File: config.mk
export PLATFORM = sky130hd
export DESIGN_NAME = keypad_scan
export DESIGN_NICKNAME = d
export VERILOG_FILES = /design/src/rtl/keypad_pkg.sv /design/src/rtl/key_debounce.sv /design/src/rtl/keypad_scan.sv
export SDC_FILE = /design/constraint.sdc
export NUM_CORES = 1
export LEC_CHECK = 0
export ABC_AREA = 1
export BUFFER_PORTS_ARGS = -buffer_cell sky130_fd_sc_hd__clkbuf_2
export CAP_MARGIN = 20
export CORE_UTILIZATION = 40
export CTS_BUF_LIST = sky130_fd_sc_hd__clkbuf_8
export DETAILED_ROUTE_END_ITERATION = 10
export GPL_TIMING_DRIVEN = 1
export HOLD_SLACK_MARGIN = 0.08
export PLACE_DENSITY = 0.61
export SYNTH_ARGS = -nofsm -noshare
export SYNTH_HDL_FRONTEND = slang
export SYNTH_HIERARCHICAL = 1
export SYNTH_SLANG_ARGS = --single-unit
File: constraint.sdc
create_clock -name clk -period 11.5 [get_ports clk]
set_input_delay 2.875 -clock clk [delete_from_list [all_inputs] [get_ports clk]]
set_output_delay 2.875 -clock clk [all_outputs]
set_load 0.005 [all_outputs]
File: src/rtl/keypad_pkg.sv
// rtl/keypad_pkg.sv - shared constants and helpers for the 4x4 keypad scanner
package keypad_pkg;

  // Candidate: bit 4 set means "no single key this scan", else bits 3:0 hold the code
  typedef logic [4:0] cand_t;
  localparam cand_t CAND_NONE = 5'b10000;

  // Commit FSM encodings
  localparam logic [0:0] ST_IDLE = 1'b0;
  localparam logic [0:0] ST_HELD = 1'b1;

  // Active-low column drive, nibble c drives column c
  localparam logic [15:0] COL_PATTERNS = {4'b0111, 4'b1011, 4'b1101, 4'b1110};

  // Key codes, nibble index = r*4 + c
  //   r0: 1 2 3 A   r1: 4 5 6 B   r2: 7 8 9 C   r3: 0 F E D
  localparam logic [63:0] KEYMAP = 64'hDEF0_C987_B654_A321;

  function automatic logic [3:0] col_drive(input logic [1:0] c);
    return COL_PATTERNS[{c, 2'b00} +: 4];
  endfunction

  function automatic logic [3:0] key_code(input logic [1:0] r, input logic [1:0] c);
    return KEYMAP[{r, c, 2'b00} +: 4];
  endfunction

endpackage

File: src/rtl/key_debounce.sv
// rtl/key_debounce.sv - scan-level debounce and commit FSM (KEYPAD_AUTOREPEAT_EN adds repeat strobes)
module key_debounce
  import keypad_pkg::*;
#(
  parameter int DB_COUNT     = 3,
  parameter int REPEAT_SCANS = 32
) (
  input  logic       clk,
  input  logic       reset,
  input  logic [4:0] cand,
  input  logic       scan_done,
  output logic [3:0] key,
  output logic       valid,
  output logic       press
);

  localparam int SW = (DB_COUNT > 1) ? $clog2(DB_COUNT + 1) : 1;

  if (DB_COUNT < 1 || REPEAT_SCANS < 1) begin : g_bad_param
    $error("key_debounce: DB_COUNT and REPEAT_SCANS must be at least 1");
  end

  logic [4:0]    prev;
  logic [SW-1:0] stable;
  logic [SW-1:0] stable_next;
  logic [0:0]    state;
  logic          commit;
  logic          is_key;

`ifdef KEYPAD_AUTOREPEAT_EN
  localparam int RW = (REPEAT_SCANS > 1) ? $clog2(REPEAT_SCANS + 1) : 1;
  logic [RW-1:0] rpt;
`endif

  // Stability count the current scan result would produce; commit uses it directly
  always_comb begin
    stable_next = SW'(1);
    if (cand == prev) begin
      stable_next = (stable == SW'(DB_COUNT)) ? stable : stable + SW'(1);
    end
  end

  assign commit = scan_done && (stable_next == SW'(DB_COUNT));
  assign is_key = ~cand[4];

  // Debounce history plus commit FSM; press defaults low so it is a single-cycle strobe
  always_ff @(posedge clk) begin
    if (reset) begin
      prev   <= CAND_NONE;
      stable <= '0;
      state  <= ST_IDLE;
      key    <= 4'h0;
      valid  <= 1'b0;
      press  <= 1'b0;
`ifdef KEYPAD_AUTOREPEAT_EN
      rpt    <= '0;
`endif
    end else begin
      press <= 1'b0;
      if (scan_done) begin
        prev   <= cand;
        stable <= stable_next;
        if (state == ST_IDLE) begin
          if (commit && is_key) begin
            state <= ST_HELD;
            key   <= cand[3:0];
            valid <= 1'b1;
            press <= 1'b1;
`ifdef KEYPAD_AUTOREPEAT_EN
            rpt   <= '0;
`endif
          end
        end else begin
          if (commit && !is_key) begin
            state <= ST_IDLE;
            valid <= 1'b0;
`ifdef KEYPAD_AUTOREPEAT_EN
            rpt   <= '0;
`endif
          end else if (commit && cand[3:0] != key) begin
            key   <= cand[3:0];
            press <= 1'b1;
`ifdef KEYPAD_AUTOREPEAT_EN
            rpt   <= '0;
`endif
          end
`ifdef KEYPAD_AUTOREPEAT_EN
          else if (rpt == RW'(REPEAT_SCANS - 1)) begin
            press <= 1'b1;
            rpt   <= '0;
          end else begin
            rpt <= rpt + RW'(1);
          end
`endif
        end
      end
    end
  end

endmodule

File: src/rtl/keypad_scan.sv
// rtl/keypad_scan.sv - 4x4 matrix keypad scanner top (optional KEYPAD_AUTOREPEAT_EN)
module keypad_scan
  import keypad_pkg::*;
#(
  parameter int COL_BITS     = 16,
  parameter int DB_COUNT     = 3,
  parameter int REPEAT_SCANS = 32
) (
  input  logic       clk,
  input  logic       reset,
  input  logic [3:0] row,
  output logic [3:0] col,
  output logic [3:0] key,
  output logic       valid,
  output logic       press
);

  logic [COL_BITS+1:0] s;
  logic [1:0]          col_sel;
  logic                sample;
  logic                scan_done;
  logic [1:0]          acc_count;
  logic [3:0]          acc_code;
  logic [1:0]          hits;
  logic [3:0]          hit_code;
  logic [2:0]          sum;
  logic [1:0]          next_count;
  logic [4:0]          cand;

  assign col_sel   = s[COL_BITS+1:COL_BITS];
  assign sample    = &s[COL_BITS-1:0];
  assign scan_done = sample && (col_sel == 2'd3);
  assign col       = col_drive(col_sel);

  // Fold this column's row sample into the running scan tally
  always_comb begin
    hits     = 2'd0;
    hit_code = acc_code;
    for (int r = 0; r < 4; r++) begin
      if (!row[r]) begin
        hit_code = key_code(2'(r), col_sel);
        if (hits != 2'd2) hits = hits + 2'd1;
      end
    end
    sum        = {1'b0, acc_count} + {1'b0, hits};
    next_count = (sum >= 3'd2) ? 2'd2 : sum[1:0];
    cand       = (next_count == 2'd1) ? {1'b0, hit_code} : CAND_NONE;
  end

  // Scan counter and per-scan accumulators; cleared after column 3 so each scan starts fresh
  always_ff @(posedge clk) begin
    if (reset) begin
      s         <= '0;
      acc_count <= 2'd0;
      acc_code  <= 4'h0;
    end else begin
      s <= s + 1'b1;
      if (sample) begin
        if (scan_done) begin
          acc_count <= 2'd0;
          acc_code  <= 4'h0;
        end else begin
          acc_count <= next_count;
          acc_code  <= hit_code;
        end
      end
    end
  end

  key_debounce #(
    .DB_COUNT     (DB_COUNT),
    .REPEAT_SCANS (REPEAT_SCANS)
  ) u_debounce (
    .clk       (clk),
    .reset     (reset),
    .cand      (cand),
    .scan_done (scan_done),
    .key       (key),
    .valid     (valid),
    .press     (press)
  );

endmodule
==> summary.txt, run 1 <==
Synth
  • Sequential fraction of the synthesis area: 0.351
  • Synth cell count leaders: 82 x nand2_1, 38 x dfxtp_1, 37 x inv_1, 34 x nor2_1, 32 x a21oi_1
  • Area leader, netlist: dfxtp_1
  • Main flop type after synthesis: dfxtp_1
  • Syn_area_per_cell: 6.87 µm²
  • Synth warnings: 6
  • Post-synth EDFFs: 0
  • Synthesized cell area: 2160 µm²
  • Seq cells post-synth: 38
  • Async SR Flop Fraction: 0
  • Largest cells by area after synthesis: dfxtp_1 35%, nand2_1 14%, a21oi_1 7.4%, inv_1 6.4%, ha_1 6.4%
  • Cells after Synth: 315
  • Distinct cells, synth: 29
  • Net Count, Synth: 333
  • Most common cell in the synthesized netlist: nand2_1
  • Area share of the largest cell type after synthesis: 0.351

Global route
  • First-pass GRT wire length: 7.00 mm
  • GRT overflow: 0
  • GRT Overall Usage: 0.163
  • Number of global-route vias before repair: ~1600
  • Largest net degree at the start of global routing: 23
  • Initial antenna violation count: 0

Routing
  • Post-route ant nets: 0
  • Drc violations: 0
  • Total Routed Length: 4.24 mm
  • Avg Vias per Cell: ~4.7
  • Iteration count of the initial detailed-routing pass: 4
  • Vias after detailed routing: 1905
  • DR iter-0 viols: 48
  • Wire per inst: 10.5 µm

Worst setup path
  • FF-to-FF path depth: 16
  • Crit Path Category: input pin to flip-flop
  • Reg2reg end: u_debounce/state
  • CP arrival: 6180 ps
  • CP startpoint kind: input pin
  • WP data required: 11650 ps
  • RR Startpoint: s[0]
  • CP Max Fanout: 9
  • Critical Path End Type: flip-flop
  • Reg2Reg Setup Slack: ~8400 ps

Timing
  • RSZ-0062 raised after global routing: no
  • Relative slew margins: 0.559
  • Final setup TNS: 0 ps
  • Final setup vio count: 0
  • Min Clock Period, post-route: 6030 ps
  • Worst-Margin Slew: 659 ps
  • FMAX: 0.166 GHz
  • Hold Vio Cnt, Final: 0
  • Skew final: 4.28 ps
  • Max Slew Vio Count: 0
  • Fin crit share: 0.524
  • Fin worst setup slack: 5470 ps

Floorplanning
  • DIE AREA: 5710 µm²
  • Die Y: 75.6 µm
  • Rows: 26
  • Starting density of the core: 0.418
  • Core area: 5170 µm²
  • I/O pin count: 16
  • Die span in x: between 70 and 80 µm

Power
  • Peak supply drop: between 0.00007 and 0.00008 V
  • PD cells: 98.5 nW/µm²
  • Static Leak: around 0.95 nW

Min path
  • Worst Min Path Start: s[0]
  • Cells on Worst Hold Path: 1
  • Hold Crit Class: flip-flop to flip-flop
  • WHS Endpoint: s[0]

Cells and area
  • Final Non-Filler Cells: about 410
  • Layout cells sized above 1: 0.134
  • Nets: around 350
  • Finished Cell Area: 2400 µm²
  • Synth-to-layout area growth: 10.7%
  • ANT cells: 0

Place
  • Number of cells after detailed placement: 398
  • Placed cell areas: roughly 2300 µm²
  • Hpwl dp: 3.19 mm
  • Dpl ws: between 5000 and 6000 ps
  • Port bufs: 15
  • RePlAce Congestion: 0.853

Clock network
  • CTS tree: done
  • Clock Sinks: 38
  • Setup Buffers After CTS: 0
  • CTS HTree Levels: 2
  • Worst-path clk slew: 70 ps
  • Worst-Skew Late Latency: around 280 ps
  • Clock root buffer: clkbuf_8
  • # hold bufs at CTS: 0
  • Max Root-Sink Buffers: 2
  • TritonCTS buffer count: 5
  • Cts repair resizes: 0

Job
  • Max cap viols: 0

Status
  • Status: completed
-- through the flow --
stage          power [mW]   util  hold WS [ps]
2_1_floorplan       0.151      -           418
3_3_place_gp        0.156  0.448           434
3_5_place_dp        0.156  0.448           442
4_1_cts             0.239  0.463           459
5_1_grt             0.249  0.463           480
6_report            0.236  0.463           452
-- worst max path at each step --
stage | start | end | slack [ps]
3_5_place_dp | row[1] | u_debounce/state | 5200
4_1_cts | row[1] | u_debounce/state | 5490
2_1_floorplan | row[0] | u_debounce/state | 5820
6_report | row[1] | u_debounce/state | 5470
3_3_place_gp | row[1] | u_debounce/valid | 5280
5_1_grt | row[1] | u_debounce/state | 5120
-- kinds of logic after synthesis --
family | after synthesis | share of synthesized area
xor gates and xnor gates | 4 | 0.0162
adders and majority gates | 12 | 0.0728
muxes | 1 | 0.00462
DFF | 38 | 0.351
and+or+nand+nor | 165 | 0.360
AOI/OAI and AO/OA | 49 | 0.115
buffers and inverters | 46 | 0.0798
-- metal layers --
metal	vias up	part of all wire	GRT usage	wire, µm
met5	-	0	0	0
met4	0	0.0085	0.0556	36
met3	2	0.029	0.0397	123
met2	29	0.44	0.268	1870
met1	830	0.52	0.209	2200
li1	1044	-	-	-
-- cell usage in the layout, fill, tap and decap left out, types with 2 or more instances in the layout --
| master | netlist | final |
|---|---|---|
| o21ai_0 | 15 | 15 |
| nand2_1 | 82 | 82 |
| nor2_4 | 5 | 5 |
| xnor2_1 | 4 | 4 |
| a21oi_1 | 32 | 32 |
| dfxtp_1 | 38 | 38 |
| clkbuf_2 | 0 | 15 |
| nor3_1 | 5 | 5 |
| clkbuf_8 | 0 | 5 |
| nand2_2 | 4 | 4 |
| inv_2 | 5 | 5 |
| nor2_2 | 5 | 5 |
| nand3b_1 | 2 | 2 |
| clkinv_1 | 2 | 2 |
| inv_1 | 37 | 39 |
| nor3_2 | 3 | 3 |
| nand3_1 | 12 | 12 |
| nor2_1 | 34 | 34 |
| nand4_1 | 7 | 7 |
| ha_1 | 11 | 11 |
-- where the power goes --
group | switching [mW] | leakage, nW | internal, mW
logic | 0.0135 | 0.594 | 0.00653
clock network | 0.0430 | 0.0466 | 0.0400
registers | 0.000536 | 0.307 | 0.132
-- layout make-up --
class                           count  area (µm²)
Timing Repair Buffer               15        75.1
Sequential cell                    38         761
Fill cell                         537        2780
Tap cell                           70        87.6
Multi-Input combinational cell    231        1230
Clock inverter                      2        7.51
Clock buffer                        5        68.8
Inverter                           44         165
-- worst max-delay path: stages --
cell and delay [ps]:
clkbuf_2 150, inv_1 90, ha_1 270, mux2i_1 180, ha_1 170, nand2_1 40
o21ai_0 80, ha_1 160, inv_1 40, fa_1 480, nand2_1 60, inv_1 50
nand2_1 180, a21oi_1 430, inv_2 40, nand2_1 60, nand2_1 50, nor2_1 130
nand4_1 130, nor2_2 230, nand2_1 120, o21ai_0 100, nor2_1 60
-- flip-flops by register name (all words and copies together) (netlist names) --
| register | cells |
|---|---|
| u_debounce/press | 1 |
| u_debounce/prev | 5 |
| u_debounce/valid | 1 |
| acc_count | 2 |
| u_debounce/key | 4 |
| acc_code | 4 |
| u_debounce/state | 1 |
| u_debounce/stable | 2 |
| s | 18 |
(Power assumes the default switching activity.)
==> inputs of run 2 (changes only) <==
==> constraint.sdc (replaced) <==
create_clock -name clk -period 6.2 [get_ports clk]
set_input_delay 1.55 -clock clk [delete_from_list [all_inputs] [get_ports clk]]
set_output_delay 1.55 -clock clk [all_outputs]
set_load 0.005 [all_outputs]
==> run 2 against run 1 <==
  * Clock skew shrank 0.79 ps
  * Final cell count unchanged
  * Design area unchanged
  * Global-route usage stayed put
  * Non-clock buffer count stayed put
  * Count of clock-buffer cells in the layout stayed put
  * Total power up 86%
  * Via count fell by 0.31%
  * Worst hold slack gained 0.54 ps
  * Critical endpoint unchanged
  * Largest cell class unchanged
==> summary.txt, run 2 (synthesis gave the netlist of run 1 again) <==
Status
  • Status: completed

Floorplanning
  • I/O pin count: 16 (unchanged)
  • Die Y: 75.6 µm (unchanged)
  • Rows: 26 (unchanged)
  • Die span in x: 75.6 µm (unchanged)
  • Core area: 5170 µm² (unchanged)
  • DIE AREA: 5710 µm² (unchanged)
  • Starting density of the core: 0.418 (unchanged)

Clock network
  • Clock root buffer: clkbuf_8
  • CTS HTree Levels: 2 (unchanged)
  • Clock Sinks: 38 (unchanged)
  • # hold bufs at CTS: 0 (unchanged)
  • Cts repair resizes: 0 (unchanged)
  • Worst-path clk slew: 70 ps (about the same)
  • Max Root-Sink Buffers: 2 (unchanged)
  • Setup Buffers After CTS: 0 (unchanged)
  • TritonCTS buffer count: 5 (unchanged)
  • CTS tree: done
  • Worst-Skew Late Latency: 280 ps (about the same)

Cells and area
  • Final Non-Filler Cells: 405 (unchanged)
  • Nets: 353 (unchanged)
  • Layout cells sized above 1: 0.134 (unchanged)
  • Commonest non-fill, non-tap cell in the layout: nand2_1
  • Largest register FFs: 18 (unchanged)
  • Synth-to-layout area growth: 10.7% (unchanged)
  • Biggest register: s
  • ANT cells: 0 (unchanged)
  • Largest regs: s: 18 flops, u_debounce/prev: 5 flops
  • Most frequent cells in the layout: 82 x nand2_1, 39 x inv_1, 38 x dfxtp_1

Power
  • Peak supply drop: 0.0000938 V (+30%)
  • PD cells: 183 nW/µm² (+86%)
  • Static Leak: 0.947 nW (unchanged)

Timing
  • Worst-Margin Slew: 656 ps (-3.33 ps)
  • RSZ-0062 raised after global routing: no
  • Final setup vio count: 0 (unchanged)
  • Hold_ws: 453 ps (+0.538 ps)
  • Skew final: 3.50 ps (-0.786 ps)
  • Hold Vio Cnt, Final: 0 (unchanged)
  • FMAX: 0.211 GHz
  • Relative slew margins: 0.561 (+0.00223)
  • Final setup TNS: 0 ps (unchanged)
  • Min Clock Period, post-route: 4730 ps
  • Fin crit share: 0.763
  • Fin worst setup slack: 1470 ps (-4000 ps)
  • Max Slew Vio Count: 0 (unchanged)

Global route
  • Largest net degree at the start of global routing: 23 (unchanged)
  • GRT overflow: 0 (unchanged)
  • First-pass GRT wire length: 7.02 mm (+0.30%)
  • Initial antenna violation count: 0 (unchanged)
  • Number of global-route vias before repair: 1651 (+0.98%)
  • GRT Overall Usage: 0.163 (unchanged)

Worst setup path
  • Crit Path Category: input pin to flip-flop
  • CP Max Fanout: 9 (unchanged)
  • FF-to-FF path depth: 16 (unchanged)
  • CP arrival: 4890 ps (-1290 ps)
  • Reg2Reg Setup Slack: 3100 ps (-5270 ps)
  • Critical Path Max Stage Delay: 480 ps (about the same)
  • Worst Path Buf+Inv: 5 (unchanged)
  • Top Family by Delay on Critical Path: simple AND/OR/NAND/NOR gates
  • Most common cell on crit path: nand2_1
  • Crit path launch: row[1]
  • Critical-path cell list: clkbuf_2 -> inv_1 -> ha_1 -> mux2i_1 -> ha_1 -> nand2_1 -> o21ai_0 -> ha_1 -> inv_1 -> fa_1 -> nand2_1 -> inv_1 -> nand2_1 -> a21oi_1 -> inv_2 -> nand2_1 -> nand2_1 -> nor2_1 -> nand4_1 -> nor2_2 -> nand2_1 -> o21ai_0 -> nor2_1
  • RR Startpoint: s[0]
  • Crit-path slowest cell: fa_1
  • WP data required: 6350 ps (-5300 ps)
  • CP startpoint kind: input pin
  • Reg2reg end: u_debounce/state
  • Critical Path End Type: flip-flop

Place
  • Number of cells after detailed placement: 398 (unchanged)
  • RePlAce Congestion: 0.853 (about the same)
  • Dpl ws: 1240 ps (-3960 ps)
  • Port bufs: 15 (unchanged)
  • Hpwl dp: 3.16 mm (-0.91%)

Min path
  • Worst Min Path Start: s[0]
  • Hold Crit Class: flip-flop to flip-flop
  • WHS Endpoint: s[0]
  • Cells on Worst Hold Path: 1 (unchanged)

Routing
  • Avg Vias per Cell: 4.69 (-0.31%)
  • Vias after detailed routing: 1899 (-0.31%)
  • Iteration count of the initial detailed-routing pass: 4 (unchanged)
  • DR iter-0 viols: 54 (+13%)
  • Total Routed Length: 4.19 mm (-1.2%)
  • Wire per inst: 10.3 µm (-1.2%)
  • Post-route ant nets: 0 (unchanged)
  • Drc violations: 0 (unchanged)

Job
  • Max cap viols: 0 (unchanged)
## run 2: cell counts in the layout (fill, tap and decap cells not counted)
No cell type changed its count.
## run 2: worst max path at each step
stage,endpoint,slack [ps],depth (start not counted)
2_1_floorplan,u_debounce/state,1840,22
3_3_place_gp,u_debounce/valid,1310,23
3_5_place_dp,u_debounce/state,1240,23
4_1_cts,u_debounce/state,1530,23
5_1_grt,u_debounce/state,1100,23
6_report,u_debounce/state,1470,23
## run 2: through the flow
stage | area (µm²) | utilization | total power, mW
CTS | 2400 | 0.463 | 0.444
detailed placement | 2320 | 0.448 | 0.290
floorplan | 2160 | - | 0.279
global placement | 2320 | 0.448 | 0.290
finish | 2400 | 0.463 | 0.438
global route | 2400 | 0.463 | 0.460
## run 2: final cells by class
| class | count | area (µm²) |
|---|---|---|
| Timing Repair Buffer | 15 | 75.1 |
| Clock buffer | 5 | 68.8 |
| Sequential cell | 38 | 761 |
| Clock inverter | 2 | 7.51 |
| Inverter | 44 | 165 |
| Multi-Input combinational cell | 231 | 1230 |
| Tap cell | 70 | 87.6 |
| Fill cell | 524 | 2780 |
## run 2: layer usage
layer / up-vias / track usage / wire length [µm]
li1: 1044 / - / -
met1: 828 / 0.208 / 2190
met2: 22 / 0.272 / 1840
met3: 5 / 0.0397 / 102
met4: 0 / 0.0494 / 54
met5: - / 0 / 0
## run 2: power breakdown
| part | total, mW | internal (mW) | switching (mW) |
|---|---|---|---|
| Sequential | 0.247 | 0.246 | 0.000998 |
| Combinational | 0.0373 | 0.0121 | 0.0252 |
| Clock | 0.154 | 0.0741 | 0.0798 |
